$ cat src/rtl/controle_multiciclo_if.sv
// rtl/controle_multiciclo_if.sv - control bundle between the multicycle controller and its datapath
interface controle_multiciclo_if #(
  parameter int W_CONT = 16
);
  logic [2:0]        OPcode;
  logic              bit_menos_sig;
  logic              zero;
  logic              memPronto;
  logic              escreveIR;
  logic              escrevePC;
  logic [1:0]        selPC;
  logic              iouD;
  logic              leMemoria;
  logic              escreveMemoria;
  logic              imediato;
  logic [1:0]        operacaoULA;
  logic              escreveRegistrador;
  logic              dadoEscrito;
  logic              halt;
  logic [2:0]        estado;
  logic [W_CONT-1:0] instrucoes;

  modport master (
    input  OPcode, bit_menos_sig, zero, memPronto,
    output escreveIR, escrevePC, selPC, iouD, leMemoria, escreveMemoria,
           imediato, operacaoULA, escreveRegistrador, dadoEscrito, halt,
           estado, instrucoes
  );

  modport slave (
    output OPcode, bit_menos_sig, zero, memPronto,
    input  escreveIR, escrevePC, selPC, iouD, leMemoria, escreveMemoria,
           imediato, operacaoULA, escreveRegistrador, dadoEscrito, halt,
           estado, instrucoes
  );
endinterface

$ cat src/rtl/controle_multiciclo.sv
// rtl/controle_multiciclo.sv - multicycle control FSM sharing one memory port, one ULA and the register bank
module controle_multiciclo #(
  parameter int LAT_MUL = 3,
  parameter int W_CONT  = 16
) (
  input  logic                  clock,
  input  logic                  reset_n,
  controle_multiciclo_if.master bus
);
  typedef enum logic [2:0] {
    BUSCA      = 3'd0,
    DECODIFICA = 3'd1,
    EXECUTA    = 3'd2,
    MEMORIA    = 3'd3,
    ESCRITA    = 3'd4,
    PARADO     = 3'd5
  } estado_t;

  localparam logic [2:0] OP_ADD  = 3'd0;
  localparam logic [2:0] OP_ADDI = 3'd1;
  localparam logic [2:0] OP_BEQ  = 3'd2;
  localparam logic [2:0] OP_LW   = 3'd3;
  localparam logic [2:0] OP_SW   = 3'd4;
  localparam logic [2:0] OP_J    = 3'd5;
  localparam logic [2:0] OP_MUL  = 3'd6;
  localparam logic [2:0] OP_NOP  = 3'd7;

  localparam logic [3:0]        MUL_CARGA = 4'(LAT_MUL - 1);
  localparam logic [W_CONT-1:0] UM        = W_CONT'(1);

  estado_t           state;
  logic [3:0]        cnt_mul;
  logic [W_CONT-1:0] cont;

  logic       ir_w, pc_w, iou, le, we, imm, wr, dado, hlt;
  logic [1:0] sel, ula;

  always_ff @(posedge clock) begin
    if (!reset_n) begin
      state   <= BUSCA;
      cnt_mul <= '0;
      cont    <= '0;
    end else begin
      case (state)
        BUSCA: begin
          if (bus.memPronto) state <= DECODIFICA;
        end
        DECODIFICA: begin
          if (bus.OPcode == OP_ADD && bus.bit_menos_sig) begin
            state <= PARADO;
          end else if (bus.OPcode == OP_NOP) begin
            state <= BUSCA;
            cont  <= cont + UM;
          end else begin
            state <= EXECUTA;
            if (bus.OPcode == OP_MUL) cnt_mul <= MUL_CARGA;
          end
        end
        EXECUTA: begin
          case (bus.OPcode)
            OP_MUL: begin
              if (cnt_mul == 4'd0) state <= ESCRITA;
              else                 cnt_mul <= cnt_mul - 4'd1;
            end
            OP_BEQ, OP_J: begin
              state <= BUSCA;
              cont  <= cont + UM;
            end
            OP_LW, OP_SW: state <= MEMORIA;
            default:      state <= ESCRITA;
          endcase
        end
        MEMORIA: begin
          if (bus.memPronto) begin
            if (bus.OPcode == OP_LW) begin
              state <= ESCRITA;
            end else begin
              state <= BUSCA;
              cont  <= cont + UM;
            end
          end
        end
        ESCRITA: begin
          state <= BUSCA;
          cont  <= cont + UM;
        end
        PARADO:  state <= PARADO;
        default: state <= BUSCA;
      endcase
    end
  end

  // Outputs decode from the state; the reset gate below forces them low during reset.
  always_comb begin
    ir_w = 1'b0;
    pc_w = 1'b0;
    sel  = 2'd0;
    iou  = 1'b0;
    le   = 1'b0;
    we   = 1'b0;
    imm  = 1'b0;
    ula  = 2'd0;
    wr   = 1'b0;
    dado = 1'b0;
    hlt  = 1'b0;
    case (state)
      BUSCA: begin
        le = 1'b1;
        if (bus.memPronto) begin
          ir_w = 1'b1;
          pc_w = 1'b1;
        end
      end
      EXECUTA, ESCRITA: begin
        case (bus.OPcode)
          OP_ADD:       ula = 2'd1;
          OP_ADDI: begin
            ula = 2'd1;
            imm = 1'b1;
          end
          OP_MUL:       ula = 2'd2;
          OP_BEQ:       ula = 2'd3;
          OP_LW, OP_SW: imm = 1'b1;
          default:      ula = 2'd1;
        endcase
        if (state == EXECUTA) begin
          if (bus.OPcode == OP_J) begin
            ula  = 2'd0;
            pc_w = 1'b1;
            sel  = 2'd2;
          end else if (bus.OPcode == OP_BEQ && bus.zero) begin
            pc_w = 1'b1;
            sel  = 2'd1;
          end
        end else begin
          wr   = 1'b1;
          dado = (bus.OPcode != OP_LW);
        end
      end
      MEMORIA: begin
        iou = 1'b1;
        imm = 1'b1;
        le  = (bus.OPcode == OP_LW);
        we  = (bus.OPcode == OP_SW);
      end
      PARADO:  hlt = 1'b1;
      default: ;
    endcase
  end

  assign bus.escreveIR          = reset_n & ir_w;
  assign bus.escrevePC          = reset_n & pc_w;
  assign bus.selPC              = reset_n ? sel : 2'd0;
  assign bus.iouD               = reset_n & iou;
  assign bus.leMemoria          = reset_n & le;
  assign bus.escreveMemoria     = reset_n & we;
  assign bus.imediato           = reset_n & imm;
  assign bus.operacaoULA        = reset_n ? ula : 2'd0;
  assign bus.escreveRegistrador = reset_n & wr;
  assign bus.dadoEscrito        = reset_n & dado;
  assign bus.halt               = reset_n & hlt;
  assign bus.estado             = state;
  assign bus.instrucoes         = cont;
endmodule

$ cat src/flat_wrapper.sv
// flat-port wrapper written by rule: the top's interface ports become plain ports
module controle_multiciclo_flat 
#(
  parameter int LAT_MUL = 3,
  parameter int W_CONT  = 16
)
  (clock, reset_n, bus_OPcode, bus_bit_menos_sig, bus_zero, bus_memPronto, bus_escreveIR, bus_escrevePC, bus_selPC, bus_iouD, bus_leMemoria, bus_escreveMemoria, bus_imediato, bus_operacaoULA, bus_escreveRegistrador, bus_dadoEscrito, bus_halt, bus_estado, bus_instrucoes);
  controle_multiciclo_if #(.W_CONT(W_CONT)) bus_i ();
  input  logic clock;
  input  logic reset_n;
  input wire logic [$bits(bus_i.OPcode)-1:0] bus_OPcode;
  input wire logic [$bits(bus_i.bit_menos_sig)-1:0] bus_bit_menos_sig;
  input wire logic [$bits(bus_i.zero)-1:0] bus_zero;
  input wire logic [$bits(bus_i.memPronto)-1:0] bus_memPronto;
  output wire logic [$bits(bus_i.escreveIR)-1:0] bus_escreveIR;
  output wire logic [$bits(bus_i.escrevePC)-1:0] bus_escrevePC;
  output wire logic [$bits(bus_i.selPC)-1:0] bus_selPC;
  output wire logic [$bits(bus_i.iouD)-1:0] bus_iouD;
  output wire logic [$bits(bus_i.leMemoria)-1:0] bus_leMemoria;
  output wire logic [$bits(bus_i.escreveMemoria)-1:0] bus_escreveMemoria;
  output wire logic [$bits(bus_i.imediato)-1:0] bus_imediato;
  output wire logic [$bits(bus_i.operacaoULA)-1:0] bus_operacaoULA;
  output wire logic [$bits(bus_i.escreveRegistrador)-1:0] bus_escreveRegistrador;
  output wire logic [$bits(bus_i.dadoEscrito)-1:0] bus_dadoEscrito;
  output wire logic [$bits(bus_i.halt)-1:0] bus_halt;
  output wire logic [$bits(bus_i.estado)-1:0] bus_estado;
  output wire logic [$bits(bus_i.instrucoes)-1:0] bus_instrucoes;
  assign bus_i.OPcode = bus_OPcode;
  assign bus_i.bit_menos_sig = bus_bit_menos_sig;
  assign bus_i.zero = bus_zero;
  assign bus_i.memPronto = bus_memPronto;
  assign bus_escreveIR = bus_i.escreveIR;
  assign bus_escrevePC = bus_i.escrevePC;
  assign bus_selPC = bus_i.selPC;
  assign bus_iouD = bus_i.iouD;
  assign bus_leMemoria = bus_i.leMemoria;
  assign bus_escreveMemoria = bus_i.escreveMemoria;
  assign bus_imediato = bus_i.imediato;
  assign bus_operacaoULA = bus_i.operacaoULA;
  assign bus_escreveRegistrador = bus_i.escreveRegistrador;
  assign bus_dadoEscrito = bus_i.dadoEscrito;
  assign bus_halt = bus_i.halt;
  assign bus_estado = bus_i.estado;
  assign bus_instrucoes = bus_i.instrucoes;
  controle_multiciclo #(.LAT_MUL(LAT_MUL), .W_CONT(W_CONT)) u_core (.clock(clock), .reset_n(reset_n), .bus(bus_i));
endmodule
$ cat config.mk
export PLATFORM = sky130hd
export DESIGN_NAME = controle_multiciclo_flat
export DESIGN_NICKNAME = d
export VERILOG_FILES = /design/src/rtl/controle_multiciclo_if.sv /design/src/rtl/controle_multiciclo.sv /design/src/flat_wrapper.sv
export SDC_FILE = /design/constraint.sdc
export NUM_CORES = 1
export LEC_CHECK = 0
export ABC_AREA = 1
export CAP_MARGIN = 5
export CORE_ASPECT_RATIO = 1.25
export CORE_MARGIN = 2
export CORE_UTILIZATION = 35
export DETAILED_ROUTE_END_ITERATION = 12
export GPL_TIMING_DRIVEN = 0
export SYNTH_ARGS = -nofsm -noshare
export SYNTH_HDL_FRONTEND = slang
export SYNTH_SLANG_ARGS = --single-unit
$ cat constraint.sdc
create_clock -name clock -period 1.9 [get_ports clock]
set_input_delay 0.38 -clock clock [delete_from_list [all_inputs] [get_ports clock]]
set_output_delay 0.38 -clock clock [all_outputs]
set_load 0.05 [all_outputs]
# Yosys cells after proc, flatten, opt, wreduce, memory -nomap -nowiden
# Index checks and enable logic that the tools add are counted.
dict set report word_totals {
  out_inout_bits 32
  register_bits 23
  word_cells 98
  in_bits 8
}
dict set report classes {
  n_bitwise 9
  n_eq_ne 24
  addsub 2
  mux 46
  reduce_logical 14
}
# cell n
set ops {}
lappend ops {{$mux 16} 5}
lappend ops {{$pmux 16 s4} 1}
lappend ops {{$mux 4} 5}
lappend ops {{$eq 3x3->1 const B} 6}
lappend ops {{$mux 2} 9}
lappend ops {{$add 16x1->16 const B} 1}
lappend ops {{$mux 3} 5}
lappend ops {{$pmux 3 s5} 1}
lappend ops {{$mux 1} 14}
lappend ops {{$ne 2x2->1 const B} 7}
lappend ops {{$eq 3x2->1 const B} 4}
lappend ops {{$reduce_and 6->1} 2}
lappend ops {{$and 1x1->1} 9}
lappend ops {{$pmux 3 s3} 1}
lappend ops {{$pmux 4 s2} 1}
lappend ops {{$eq 3x1->1 const B} 2}
lappend ops {{$logic_not 3->1} 2}
lappend ops {{$ne 2x1->1 const B} 3}
lappend ops {{$pmux 1 s2} 3}
lappend ops {{$pmux 2 s3} 1}
lappend ops {{$reduce_or 2->1} 3}
lappend ops {{$logic_not 4->1} 1}
lappend ops {{$reduce_bool 4->1} 1}
lappend ops {{$sub 4x1->4 const B} 1}
lappend ops {{other kinds (6)} 7}

# Depth between registers and ports, before layout
# Gate-level depths: netlist of the first run.
dict set report logic_depth {
  depth_word 7
  depth_mapped 10
  mapped_depth_nobuf 9
}

# Worst setup path before layout of the first run
# OpenSTA, ideal clock, no wires.
dict set report synth_timing {
  path_kind {reg-to-output}
  from {reg u_core.state[1], in the netlist u_core.bus.estado[1]}
  to {out bus_escrevePC}
  n_path_buf 0
  slack_ns -1.641
  arrival_ns 3.161
  required_time_ns 1.520
  stages_incl_launch_ff 5
  cell_sequence {dfxtp_1 > nand3_2 > nor4b_1 > nor2_1 > nand2_1}
}
dict set report synth_via {
  elab_chain_len 4
}
# element line
set synth_rtl {}
lappend synth_rtl {{from (decl)} controle_multiciclo.sv:31} ;# estado_t state;
lappend synth_rtl {{from (signal assigned)} controle_multiciclo.sv:40} ;# state <= BUSCA;
lappend synth_rtl {{from (signal assigned)} controle_multiciclo.sv:46} ;# if (bus.memPronto) state <= DECODIFICA;
lappend synth_rtl {{from (signal assigned)} controle_multiciclo.sv:50} ;# state <= PARADO;
lappend synth_rtl {{$eq 3x2->1 / $eq 3x3->1 (equally long branches)} {controle_multiciclo.sv:106, controle_multiciclo.sv:126}}
lappend synth_rtl {{$mux 1 / $reduce_or 2->1 (equally long branches)} {controle_multiciclo.sv:126, controle_multiciclo.sv:106}}
lappend synth_rtl {{$pmux 1 s2 (*)} controle_multiciclo.sv:106} ;# case (state)
lappend synth_rtl {{$and 1x1->1 (*)} controle_multiciclo.sv:152} ;# assign bus.escrevePC = reset_n & pc_w;
lappend synth_rtl {{to (decl)} flat_wrapper.sv:16} ;# output wire logic [$bits(bus_i.escrevePC)-1:0] bus_escrevePC;
# Every way passes the cells marked *; elsewhere a longest branch is shown, timed or not.

# Worst setup path after layout of the first run
dict set report layout_timing {
  from {reg u_core.state[0], in the netlist u_core.bus.estado[0]}
  to {out bus_escrevePC}
}
# The elaborated chain is that of the path after synthesis.

==> summary.md, run 1 <==
| Metric | Value |
|---|---|
| Outcome | complete, no violations |
| Fin. max-slew vios | 0 |
| Leak | 1.01 nW |
| Synth Register Bits | 23 |
| DR vias | 1920 |
| Crit. End Element | output pin |
| Gr usage total | 18.9% |
| RSZ-0062 raised after global routing | true |
| Die ar. | 5450 um^2 |
| CP required | 1.52 ns |
| Comb pwr share | 44.0% |
| Grt total ovfl | 0 |
| Area Overhead vs Synth | 39.0% |
| DRT Pass-1 Iters | 5 |
| Nets@finish | 338 |
| Remaining DRCs | 0 |
| Syn Nets | 289 |
| CP Max Fanout | 4 |
| CTS buffer count | 3 |
| Hold-fix buffers, CTS | 0 |
| Hold Path Class | flop to flop |
| Maximum VDD drop | 0.000283 V |
| Root buffer cell | clkbuf_8 |
| H-tree depth | 1 |
| First-pass GRT wire length | 8000 um |
| Final Cycle Share | 97.5% |
| Die Y | 82.0 um |
| Sequential area share after synthesis | 27.0% |
| PortBufs | 38 |
| Count of cell types in the netlist | 29 |
| Final HPWL DP | 3650 um |
| Final Hold Fails | 0 |
| Number of global-route vias before repair | 1821 |
| Syn Std Cell Area | 1710 um^2 |
| Routed vias/inst | 4.97 |
| Crit path arrival time | 1.47 ns |
| CTS tree | yes |
| FP Rows | 28 |
| DP Area | 2300 um^2 |
| Int Pwr | 0.000872 W |
| PwrDens | 647 nW/um^2 |
| Die width | 66.4 um |
| CTS Buffer Depth | 2 |
| Worst Max-Slew Pin Slew | 0.603 ns |
| Non-filler cells, final | 386 |
| Hold Crit Start | u_core.cnt_mul[0] |
| CP startpoint | u_core.bus.estado[0] |
| Worst Skew | 0.00306 ns |
| Slew headroom | 59.8% |
| Total Wirelength | 4760 um |
| Switching Fraction | 43.2% |
| Initial detailed-routing violation count | 86 |
| Post-synthesis async set-or-reset flop share | 0% |
| Syn avg cell area | 6.13 um^2 |
| Share of layout cells above drive strength 1 | 23.9% |
| Antenna Nets Post-Route | 0 |
| Minimum clock period | 1.85 ns |
| Worst-Skew Late Latency | 0.26 ns |
| Clock sink count | 23 |
| Switching Power | 0.000664 W |
| EDFF count, synth | 0 |
| RR Startpoint | u_core.bus.estado[0] |
| CP Class | flop to output pin |
| Diodes inserted | 0 |
| Routability cong. | 0.831 |
| Power share of the sequential group | 35.7% |
| Fillers | 500 |
| Final setup viols | 0 |
| Largest net degree at the start of global routing | 14 |
| Top_reg_cell synth | dfxtp_1 |
| Post-Place Cells | 376 |
| Design area | 2370 um^2 |
| Core area | 4730 um^2 |
| Clock transition at path regs | 0.08 ns |
| WL/cell | 12.3 um |
| Clk pwr share | 20.2% |
| Cells after Synth | 278 |
| Starting Density | 36.1% |
| Synth warn | 0 |
| F_max | 540 MHz |
| I/O pin count | 40 |
| Antenna violations before repair | 0 |
| Max-Cap Viols | 0 |
| Startpoint type of the worst setup path | flop |
path summary, 6_finish.rpt:
path | end | slack, ns | depth (start not counted)
max | bus_escrevePC | 0.05 | 7
min | u_core.cnt_mul[0] | 0.47 | 2
max reg2reg | u_core.bus.instrucoes[2] | 0.20 | 11
min reg2reg | u_core.cnt_mul[0] | 0.47 | 2
timing repair:
action / 4_1_cts / 5_1_grt
pin swaps: 1 / 4
resized for setup: 96 / 15
buffers inserted: 4 / 2
endpoints found under the setup margin: 37 / 11
critical path, cell delays in order, from the launching register on:
cell and delay (ns):
dfxtp_4 0.37, inv_2 0.12, nand3_4 0.14, buf_4 0.19, nor3_4 0.11, inv_1 0.07
nand2_2 0.06, buf_6 0.15
power groups by stage:
| stage | clock, W | combinational (W) | sequential (W) |
|---|---|---|---|
| 2_1_floorplan | 0 | 0.000398 | 0.000637 |
| 3_5_place_dp | 0 | 0.000652 | 0.000564 |
| 3_3_place_gp | 0 | 0.000649 | 0.000562 |
| 4_1_cts | 0.000319 | 0.000669 | 0.000554 |
| 6_report | 0.000310 | 0.000676 | 0.000549 |
| 5_1_grt | 0.000340 | 0.000737 | 0.000556 |
state kept, by name, indices dropped and copies added (netlist names):
signal and cells:
u_core.cnt_mul 4, u_core.bus.instrucoes 16, u_core.bus.estado 3
layout by cell type (no fill, tap or decap), drive strengths merged, types with 8 or more instances in the layout:
| master | instances |
|---|---|
| dlygate4sd2 | 15 |
| inv | 28 |
| nor2 | 44 |
| nand3 | 27 |
| a21oi | 24 |
| nand2 | 91 |
| o21ai | 8 |
| dfxtp | 23 |
| buf | 22 |
synthesized netlist by cell type (all sizes together), types with 2 or more instances:
| cell type | instances | area, um^2 |
|---|---|---|
| nand4 | 6 | 37.5 |
| nor2 | 44 | 195 |
| nand2 | 91 | 364 |
| ha | 3 | 37.5 |
| clkbuf | 2 | 7.51 |
| dfxtp | 23 | 460 |
| xor2 | 3 | 26.3 |
| o21ai | 8 | 40.0 |
| a21oi | 24 | 158 |
| nand3 | 27 | 140 |
| inv | 28 | 105 |
| nand3b | 3 | 22.5 |
| nor3 | 5 | 25.0 |
| xnor2 | 2 | 17.5 |
| buf | 3 | 25.0 |
per-stage QoR:
step / worst slack [ns] / utilization (%) / TNS (ns) / hold WS (ns) / total power [W]
after global routing: -0.0318 / 50.1 / -0.0446 / 0.514 / 0.00163
after CTS: -0.00532 / 50.0 / -0.00532 / 0.471 / 0.00154
after global placement: -1.22 / 48.7 / -19.79 / 0.456 / 0.00121
final: 0.0482 / 50.1 / 0 / 0.467 / 0.00154
after floorplan: -0.251 / - / -0.304 / 0.445 / 0.00104
after detailed placement: -1.22 / 48.7 / -19.78 / 0.458 / 0.00122
routing by layer:
metal,GRT usage [%],wire length [um],vias to the layer above
met5,0,0,-
met4,7.76,102,0
met3,1.51,184,10
met2,37.5,2490,50
met1,20.1,1980,853
li1,-,-,1007
cell type report:
type                            count  area (um^2)  area share, %
Sequential cell                    23          472           19.9
Clock buffer                        3         41.3           1.74
Tap cell                           60         75.1           3.17
Inverter                           28          110           4.64
Multi-Input combinational cell    222         1250           52.7
Buffer                              5         48.8           2.06
Clock inverter                      1         5.00          0.211
Timing Repair Buffer               44          370           15.6
logic make-up after synthesis:
group | synth area share (%)
xor gates and xnor gates | 2.57
buffers and inverters | 8.07
adders and majority gates | 2.20
and+or+nand+nor | 46.9
AOI/OAI and AO/OA | 13.3
DFF | 27.0
Power figures use the tool's default switching activity.
==> inputs of run 2 (changes only) <==
--- a/config.mk
+++ b/config.mk
@@ -7,8 +7,7 @@
 export LEC_CHECK = 0
 export ABC_AREA = 1
 export CAP_MARGIN = 5
-export CORE_ASPECT_RATIO = 1.25
-export CORE_MARGIN = 2
+export CORE_ASPECT_RATIO = 2
 export CORE_UTILIZATION = 35
 export DETAILED_ROUTE_END_ITERATION = 12
 export GPL_TIMING_DRIVEN = 0
==> run 2 against run 1 <==
Total power down 0.14%. Combinational power shrank 1%. Critical path type unchanged. Wire length is 3.7% higher. Clock power is essentially flat. Sequential power grew 1%. Core utilization grew 0.62 points. Global-route usage up 2.2 points. Via count decreased by 0.57%. Cell count down 2.1%.
==> summary.md, run 2 (synthesized netlist as in run 1, its figures left out) <==
| Metric | Value |
|---|---|
| Core area | 4640 um^2 |
| Hold Path Class | flop to flop |
| Min Hold Slack | 0.474 ns |
| WL/cell | 13.1 um |
| Initial detailed-routing violation count | 25 |
| RSZ-0062 raised after global routing | true |
| Clock sink count | 23 |
| Grt total ovfl | 0 |
| Crit path arrival time | 1.50 ns |
| Commonest non-fill, non-tap cell in the layout | nand2_1 |
| Die width | 51.4 um |
| F_max | 532 MHz |
| Area Overhead vs Synth | 38.2% |
| Worst Skew | 0.00296 ns |
| Hold-fix buffers, CTS | 0 |
| Total Wirelength | 4930 um |
| Power share of the sequential group | 36.2% |
| Share of layout cells above drive strength 1 | 22.9% |
| CP required | 1.52 ns |
| Largest net degree at the start of global routing | 14 |
| Die Y | 101 um |
| CTS Buffer Depth | 2 |
| Antenna violations before repair | 0 |
| Final Cycle Share | 98.9% |
| FP Rows | 35 |
| PwrDens | 651 nW/um^2 |
| H-tree depth | 1 |
| Starting Density | 36.7% |
| Total negative slack | 0 ns |
| Diodes inserted | 0 |
| Final Util | 50.8% |
| Gr usage total | 21.1% |
| Startpoint type of the worst setup path | flop |
| Outcome | complete, no violations |
| Leak | 1.01 nW |
| CP Class | flop to output pin |
| Maximum VDD drop | 0.000390 V |
| Final HPWL DP | 3950 um |
| DR vias | 1909 |
| CTS buffer count | 3 |
| First-pass GRT wire length | 8250 um |
| Switching Fraction | 43.5% |
| Die ar. | 5170 um^2 |
| I/O pin count | 40 |
| Remaining DRCs | 0 |
| Nets@finish | 335 |
| Final Hold Fails | 0 |
| Max-Cap Viols | 0 |
| Crit. End Element | output pin |
| Routed vias/inst | 5.05 |
| Most frequent cells in the layout | nand2_1 (83), nor2_1 (34), nand3_1 (26) |
| Worst Max-Slew Pin Slew | 0.584 ns |
| DRT Pass-1 Iters | 4 |
| Clk pwr share | 20.2% |
| Slew headroom | 61.1% |
| CP Max Fanout | 7 |
| CTS tree | yes |
| Comb pwr share | 43.7% |
| Routability cong. | 0.816 |
| Final setup viols | 0 |
| Minimum clock period | 1.88 ns |
| Fin. max-slew vios | 0 |
| Max FFs per register | 16 |
| Root buffer cell | clkbuf_8 |
| Int Pwr | 0.000865 W |
| Number of global-route vias before repair | 1812 |
| Antenna Nets Post-Route | 0 |
| Worst-Skew Late Latency | 0.26 ns |
| PortBufs | 38 |
| Clock transition at path regs | 0.08 ns |
| Switching Power | 0.000668 W |
## run 2: critical path, stage by stage (launching register included)
cell      delay, ns
dfxtp_4        0.39
nor2_4         0.13
nand2_4        0.09
nor2_4         0.15
a21oi_4        0.06
a211oi_4       0.22
buf_6          0.19
## run 2: worst paths after layout
| path | startpoint | endpoint | slack (ns) | cells past startpoint |
|---|---|---|---|---|
| setup reg to reg | u_core.bus.instrucoes[0] | u_core.bus.instrucoes[14] | 0.30 | 8 |
| hold reg to reg | u_core.cnt_mul[0] | u_core.cnt_mul[0] | 0.47 | 2 |
| setup / recovery | u_core.bus.estado[1] | bus_operacaoULA[0] | 0.02 | 6 |
| hold / removal | u_core.cnt_mul[0] | u_core.cnt_mul[0] | 0.47 | 2 |
## run 2: per-layer routing
layer | vias up | global-route usage, % | part of all wire (%)
li1 | 990 | - | -
met1 | 863 | 19.8 | 35
met2 | 47 | 44.1 | 60
met3 | 9 | 1.21 | 3.2
met4 | 0 | 7.48 | 1.9
met5 | - | 0 | 0
## run 2: power groups by stage
| stage | Sequential [W] | Clock, W | Combinational, W |
|---|---|---|---|
| 2_1_floorplan | 0.000637 | 0 | 0.000398 |
| 3_3_place_gp | 0.000563 | 0 | 0.000659 |
| 3_5_place_dp | 0.000563 | 0 | 0.000659 |
| 4_1_cts | 0.000555 | 0.000323 | 0.000675 |
| 5_1_grt | 0.000563 | 0.000334 | 0.000724 |
| 6_report | 0.000555 | 0.000309 | 0.000669 |
## run 2: area by class of cell
class | instances | area (um^2)
clock inverter | 1 | 5.00
fill | 522 | 2290
clock buffer | 3 | 41.3
sequential | 23 | 472
timing repair buffer | 41 | 358
multi-input combinational | 222 | 1250
buffer | 5 | 45.0
inverter | 28 | 118
tap | 55 | 68.8
## run 2: timing repair
action / CTS / global route
gates cloned: 0 / 0
setup buffers: 2 / 1
endpoints found under the setup margin: 36 / 10
pin swaps: 1 / 1
gates resized for setup: 99 / 11
## run 2: per-stage QoR
step           area (um^2)  cells  total power, W  setup WS (ns)
6_report              2360    378         0.00153         0.0203
5_1_grt               2360    378         0.00162        -0.0355
4_1_cts               2350    377         0.00155        0.00270
3_5_place_dp          2300    371         0.00122          -1.24
3_3_place_gp          2300    371         0.00122          -1.22
2_1_floorplan         1850    278         0.00104         -0.251
==> patch 1: new RTL, settings of run 1 <==
`W_CONT` is set to 16 in 3 places; all go to 32.
--- a/src/rtl/controle_multiciclo_if.sv
+++ b/src/rtl/controle_multiciclo_if.sv
@@ -1,6 +1,6 @@
 // rtl/controle_multiciclo_if.sv - control bundle between the multicycle controller and its datapath
 interface controle_multiciclo_if #(
-  parameter int W_CONT = 16
+  parameter int W_CONT = 32
 );
   logic [2:0]        OPcode;
   logic              bit_menos_sig;
--- a/src/rtl/controle_multiciclo.sv
+++ b/src/rtl/controle_multiciclo.sv
@@ -1,7 +1,7 @@
 // rtl/controle_multiciclo.sv - multicycle control FSM sharing one memory port, one ULA and the register bank
 module controle_multiciclo #(
   parameter int LAT_MUL = 3,
-  parameter int W_CONT  = 16
+  parameter int W_CONT  = 32
 ) (
   input  logic                  clock,
   input  logic                  reset_n,
--- a/src/flat_wrapper.sv
+++ b/src/flat_wrapper.sv
@@ -2,7 +2,7 @@
 module controle_multiciclo_flat 
 #(
   parameter int LAT_MUL = 3,
-  parameter int W_CONT  = 16
+  parameter int W_CONT  = 32
 )
   (clock, reset_n, bus_OPcode, bus_bit_menos_sig, bus_zero, bus_memPronto, bus_escreveIR, bus_escrevePC, bus_selPC, bus_iouD, bus_leMemoria, bus_escreveMemoria, bus_imediato, bus_operacaoULA, bus_escreveRegistrador, bus_dadoEscrito, bus_halt, bus_estado, bus_instrucoes);
   controle_multiciclo_if #(.W_CONT(W_CONT)) bus_i ();
Ports: changed (resized bus_instrucoes); port bits go from 40 to 56. The function was not compared with the original's and may differ.
==> patch 1 against run 1 <==
  * Synthesized area is 55% higher
  * Count of clock-buffer cells in the layout is 5 higher
  * Total power is 48% higher
  * Wire length is 63% higher
  * Highest routed layer unchanged
  * Via count is 57% higher
  * Largest cell class unchanged
  * Sequential cell count is 16 higher
  * Cell area is 47% higher
  * Setup slack worse by 0.025 ns
  * Utilization is 2.7 points lower
==> patch 1: results (changes against run 1) <==
{| class="wikitable"
! Metric !! Value
|-
| Status || complete, no violations
|-
| Starting DRC count in detailed routing || 138 (+60%)
|-
| Number of nets in the synthesized netlist || 465 (+61%)
|-
| GRT Resource Usage Total || 19.8% (+0.88 points)
|-
| CP max FO || 5 (+1)
|-
| Worst hold path class || in -> reg
|-
| Syn Area/Cell || 5.83 um^2 (-5.0%)
|-
| Routed via count divided by cell count || 4.93 (-0.83%)
|-
| Peak supply drop || 0.000309 V (+9.2%)
|-
| R2r startpoint || u_core.bus.instrucoes[0]$_SDFFE_PN0P_
|-
| Share of final-layout standard cells stronger than drive strength 1 || 14.7% (-9.3 points)
|-
| Clock Skew || 0.00642 ns (+0.00336 ns)
|-
| Sw Ratio || 37.5% (-5.7 points)
|-
| Port bufs || 54 (+42%)
|-
| Cell count after placement || 600 (+60%)
|-
| Post-CTS setup repair buffer count || 0 (-4)
|-
| Endpoint of the worst hold-timing path || u_core.bus.instrucoes[18]$_SDFFE_PN0P_
|-
| Share of the yosys chip area belonging to registers || 29.5% (+2.5 points)
|-
| Leakage component of the power || 1.42 nW (+41%)
|-
| Post-CTS sizing || 118 (+23%)
|-
| Count of distinct cell types in the synthesized netlist || 27 (-6.9%)
|-
| Critical register-to-register path endpoint || u_core.bus.instrucoes[16]$_SDFFE_PN0P_
|-
| RD Place Congestion || 0.911 (+9.7%)
|-
| Combinational power || 766 uW (+13%)
|-
| Dominant cells by area after synthesis || sky130_fd_sc_hd__dfxtp_1 (30%), sky130_fd_sc_hd__nand2_1 (23%), sky130_fd_sc_hd__nor2_1 (12%)
|-
| Number of nets at the end of the flow || 528 (+56%)
|-
| DPL Wire Length || 6.05 mm (+66%)
|-
| Largest net degree at the start of global routing || 12 (-2)
|-
| Via count of the first global-routing pass || 2775 (+52%)
|-
| First drt pass iteration count || 4 (-1)
|-
| Hold path cells || 3 (+1)
|-
| Part of the total power dissipated in the clock network || 27.5% (+7.3 points)
|-
| Cell Int Power || 1.42 mW (+63%)
|}
patch 1: cell types whose count changed after synthesis, moves of 4 or more:
| cell | run 1 | this run |
|---|---|---|
| sky130_fd_sc_hd__nand2_1 | 86 | 162 |
| sky130_fd_sc_hd__nand3_1 | 26 | 36 |
| sky130_fd_sc_hd__inv_1 | 26 | 34 |
| sky130_fd_sc_hd__nand4_1 | 6 | 2 |
| sky130_fd_sc_hd__a21oi_2 | 10 | 4 |
| sky130_fd_sc_hd__buf_6 | 0 | 4 |
| sky130_fd_sc_hd__dfxtp_1 | 23 | 39 |
| sky130_fd_sc_hd__nor3_1 | 5 | 14 |
| sky130_fd_sc_hd__nor2_1 | 38 | 83 |
| sky130_fd_sc_hd__a21oi_1 | 14 | 30 |
patch 1: metal layers:
| metal | share of wire [%] | track usage [%] | wire, um | up-vias |
|---|---|---|---|---|
| met1 | 43 | 23.6 | 3350 | 1354 |
| met4 | 2.9 | 7.18 | 228 | 0 |
| met5 | 0 | 0 | 0 | - |
| met2 | 50 | 35.3 | 3840 | 76 |
| met3 | 4.3 | 3.30 | 330 | 14 |
| li1 | - | - | - | 1565 |
patch 1: worst max-delay path by stage:
| stage | start | end |
|---|---|---|
| 6_report | bus_OPcode[0] | bus_escrevePC |
| 5_1_grt | u_core.bus.estado[0]$_SDFFE_PN0P_ | bus_operacaoULA[0] |
| 4_1_cts | u_core.bus.instrucoes[1]$_SDFFE_PN0P_ | bus_instrucoes[1] |
| 3_3_place_gp | reset_n | bus_imediato |
| 3_5_place_dp | reset_n | bus_imediato |
| 2_1_floorplan | reset_n | bus_dadoEscrito |
patch 1: critical path: stages:
cell,delay [ns]
sky130_fd_sc_hd__dlygate4sd2_1,0.29
sky130_fd_sc_hd__inv_2,0.10
sky130_fd_sc_hd__nor2_1,0.05
sky130_fd_sc_hd__nand2_2,0.12
sky130_fd_sc_hd__nor3_4,0.05
sky130_fd_sc_hd__or3_4,0.34
sky130_fd_sc_hd__buf_8,0.16
patch 1: through the flow:
stage	setup WS (ns)	instance area [um^2]
after global routing	-0.0340	3490
after global placement	-0.888	3380
after CTS	0.0000533	3430
final	0.0229	3490
after floorplan	-0.204	2730
after detailed placement	-0.895	3380
patch 1: final cells by class:
| cell class | instances | area [um^2] |
|---|---|---|
| well taps | 92 | 115 |
| multi-input cells | 366 | 1770 |
| plain buffers | 11 | 86.3 |
| inverters | 38 | 143 |
| clock buffers | 8 | 100 |
| repair buffers | 56 | 490 |
| flip-flops and latches | 39 | 790 |
| fillers | 837 | 3860 |
patch 1: cells by family after synthesis:
| logic type | after synthesis | share of synthesized area, % |
|---|---|---|
| simple gates | 310 | 49.1 |
| buf+inv | 49 | 8.18 |
| compound gates | 45 | 9.13 |
| flops | 39 | 29.5 |
| xor+xnor | 8 | 2.65 |
| fa+ha+maj | 3 | 1.42 |
==> patch 2: new RTL, config.mk and constraints of run 1 <==
Without the edit above. Reset style: asynchronous (`reset_n`), changed in one clocked block.
--- a/src/rtl/controle_multiciclo.sv
+++ b/src/rtl/controle_multiciclo.sv
@@ -35,7 +35,7 @@
   logic       ir_w, pc_w, iou, le, we, imm, wr, dado, hlt;
   logic [1:0] sel, ula;
 
-  always_ff @(posedge clock) begin
+  always_ff @(posedge clock or negedge reset_n) begin
     if (!reset_n) begin
       state   <= BUSCA;
       cnt_mul <= '0;
Formal check against the unedited RTL: differs if reset_n is asserted again (counterexample within 4 cycles, from zero or initial values and one cycle with reset_n low); with reset_n held inactive, the same outputs for 10 cycles.
==> patch 2 against run 1 <==
  * The run now ends with negative setup slack left
  * Highest routed layer unchanged
  * Largest cell class unchanged
  * Synthesized area decreased by 2.9%
  * Non-clock buffer count up 2
  * Wire length down 12%
  * Cell area decreased by 0.84%
  * Sequential cell count unchanged
  * Setup slack got worse by 0.068 ns
Power is not compared: it rests on default switching activity, and its combinational part moved more than twofold at a synthesized area within 25%.
==> patch 2: results (changes against run 1) <==
{| class="wikitable"
! Metric !! Value
|-
| Pre-CTS setup slack || -2.02 ns (-0.800 ns)
|-
| Slowest cell on the critical path || sky130_fd_sc_hd__dfrtp_2
|-
| GRT Resource Usage Total || 17.5% (-1.4 points)
|-
| Adder-Cell Fraction of Synth Area || 1.51% (-0.69 points)
|-
| Largest net degree at the start of global routing || 24 (+10)
|-
| Async set-or-reset flop fraction in the synthesized netlist || 100% (+100 points)
|-
| Setup violators final || 1 (+1)
|-
| Post-CTS setup repair buffer count || 7 (+3)
|-
| Clock Skew || 0.00262 ns (-0.000439 ns)
|-
| Post-route worst setup slack || -0.0201 ns (-0.0682 ns)
|-
| Dominant cells by area after synthesis || sky130_fd_sc_hd__dfrtp_1 (35%), sky130_fd_sc_hd__nand2_1 (25%), sky130_fd_sc_hd__nor2_1 (7.3%)
|-
| Routed via count divided by cell count || 4.73 (-4.9%)
|-
| Violations in the final reports || negative setup slack
|-
| Starting DRC count in detailed routing || 85 (-1.2%)
|-
| Post-CTS sizing || 111 (+16%)
|-
| Global-route track usage on met2 || 31.1% (-6.4 points)
|-
| Routed length on met1 || 1.80 mm (-9.0%)
|-
| Longest individual stage delay on the worst path || 0.44 ns (+0.07 ns)
|-
| Detailed-routed wire length on met2 || 2.05 mm (-18%)
|-
| Status || finished, violations left
|-
| Crit-path leading delay family || simple AND/OR/NAND/NOR gates
|-
| Syn Area/Cell || 6.40 um^2 (+4.3%)
|-
| Via count || 1759 (-8.4%)
|-
| Wire length of the first global-routing pass || 7.31 mm (-8.6%)
|-
| Share of the synthesized netlist area taken by xor and xnor gates || 4.76% (+2.2 points)
|-
| Critical register-to-register path endpoint || u_core.bus.instrucoes[12]$_DFFE_PN0P_
|-
| Share of the yosys chip area belonging to registers || 34.7% (+7.7 points)
|-
| Met3 GRT Util || 2.22% (+0.71 points)
|}
-- patch 2: power by group through the flow --
stage	logic [mW]	registers (mW)	clock network [mW]
4_1_cts	1.90	0.747	0.320
6_report	1.89	0.745	0.307
3_5_place_dp	1.84	0.754	0
3_3_place_gp	1.84	0.755	0
2_1_floorplan	1.09	1.00	0
5_1_grt	2.07	0.772	0.348
-- patch 2: per-stage QoR --
step	TNS, ns	instance area, um^2	total power, mW	hold slack (ns)
final	-0.0201	2350	2.94	0.499
after global routing	-0.186	2350	3.19	0.525
after CTS	-0.0592	2320	2.97	0.509
after detailed placement	-26.15	2210	2.60	0.490
after global placement	-26.74	2210	2.60	0.467
after floorplan	-0.408	1740	2.09	0.0844
-- patch 2: worst min path at each step --
stage	start	to	cells past startpoint
floorplan	reset_n	u_core.bus.estado[0]$_DFFE_PN0P_	0
global placement	u_core.cnt_mul[0]$_DFFE_PN0P_	u_core.cnt_mul[0]$_DFFE_PN0P_	2
detailed placement	u_core.cnt_mul[0]$_DFFE_PN0P_	u_core.cnt_mul[0]$_DFFE_PN0P_	2
CTS	u_core.cnt_mul[0]$_DFFE_PN0P_	u_core.cnt_mul[0]$_DFFE_PN0P_	2
global route	u_core.cnt_mul[0]$_DFFE_PN0P_	u_core.cnt_mul[0]$_DFFE_PN0P_	2
finish	u_core.cnt_mul[0]$_DFFE_PN0P_	u_core.cnt_mul[0]$_DFFE_PN0P_	2
-- patch 2: area by class of cell --
class	count	area share [%]
Inverter	26	4.42
Timing Repair Buffer	49	18.7
Multi-Input combinational cell	208	46.0
Clock buffer	3	1.76
Tap cell	60	3.19
Sequential cell	23	24.6
Clock inverter	1	0.319
Buffer	2	0.958
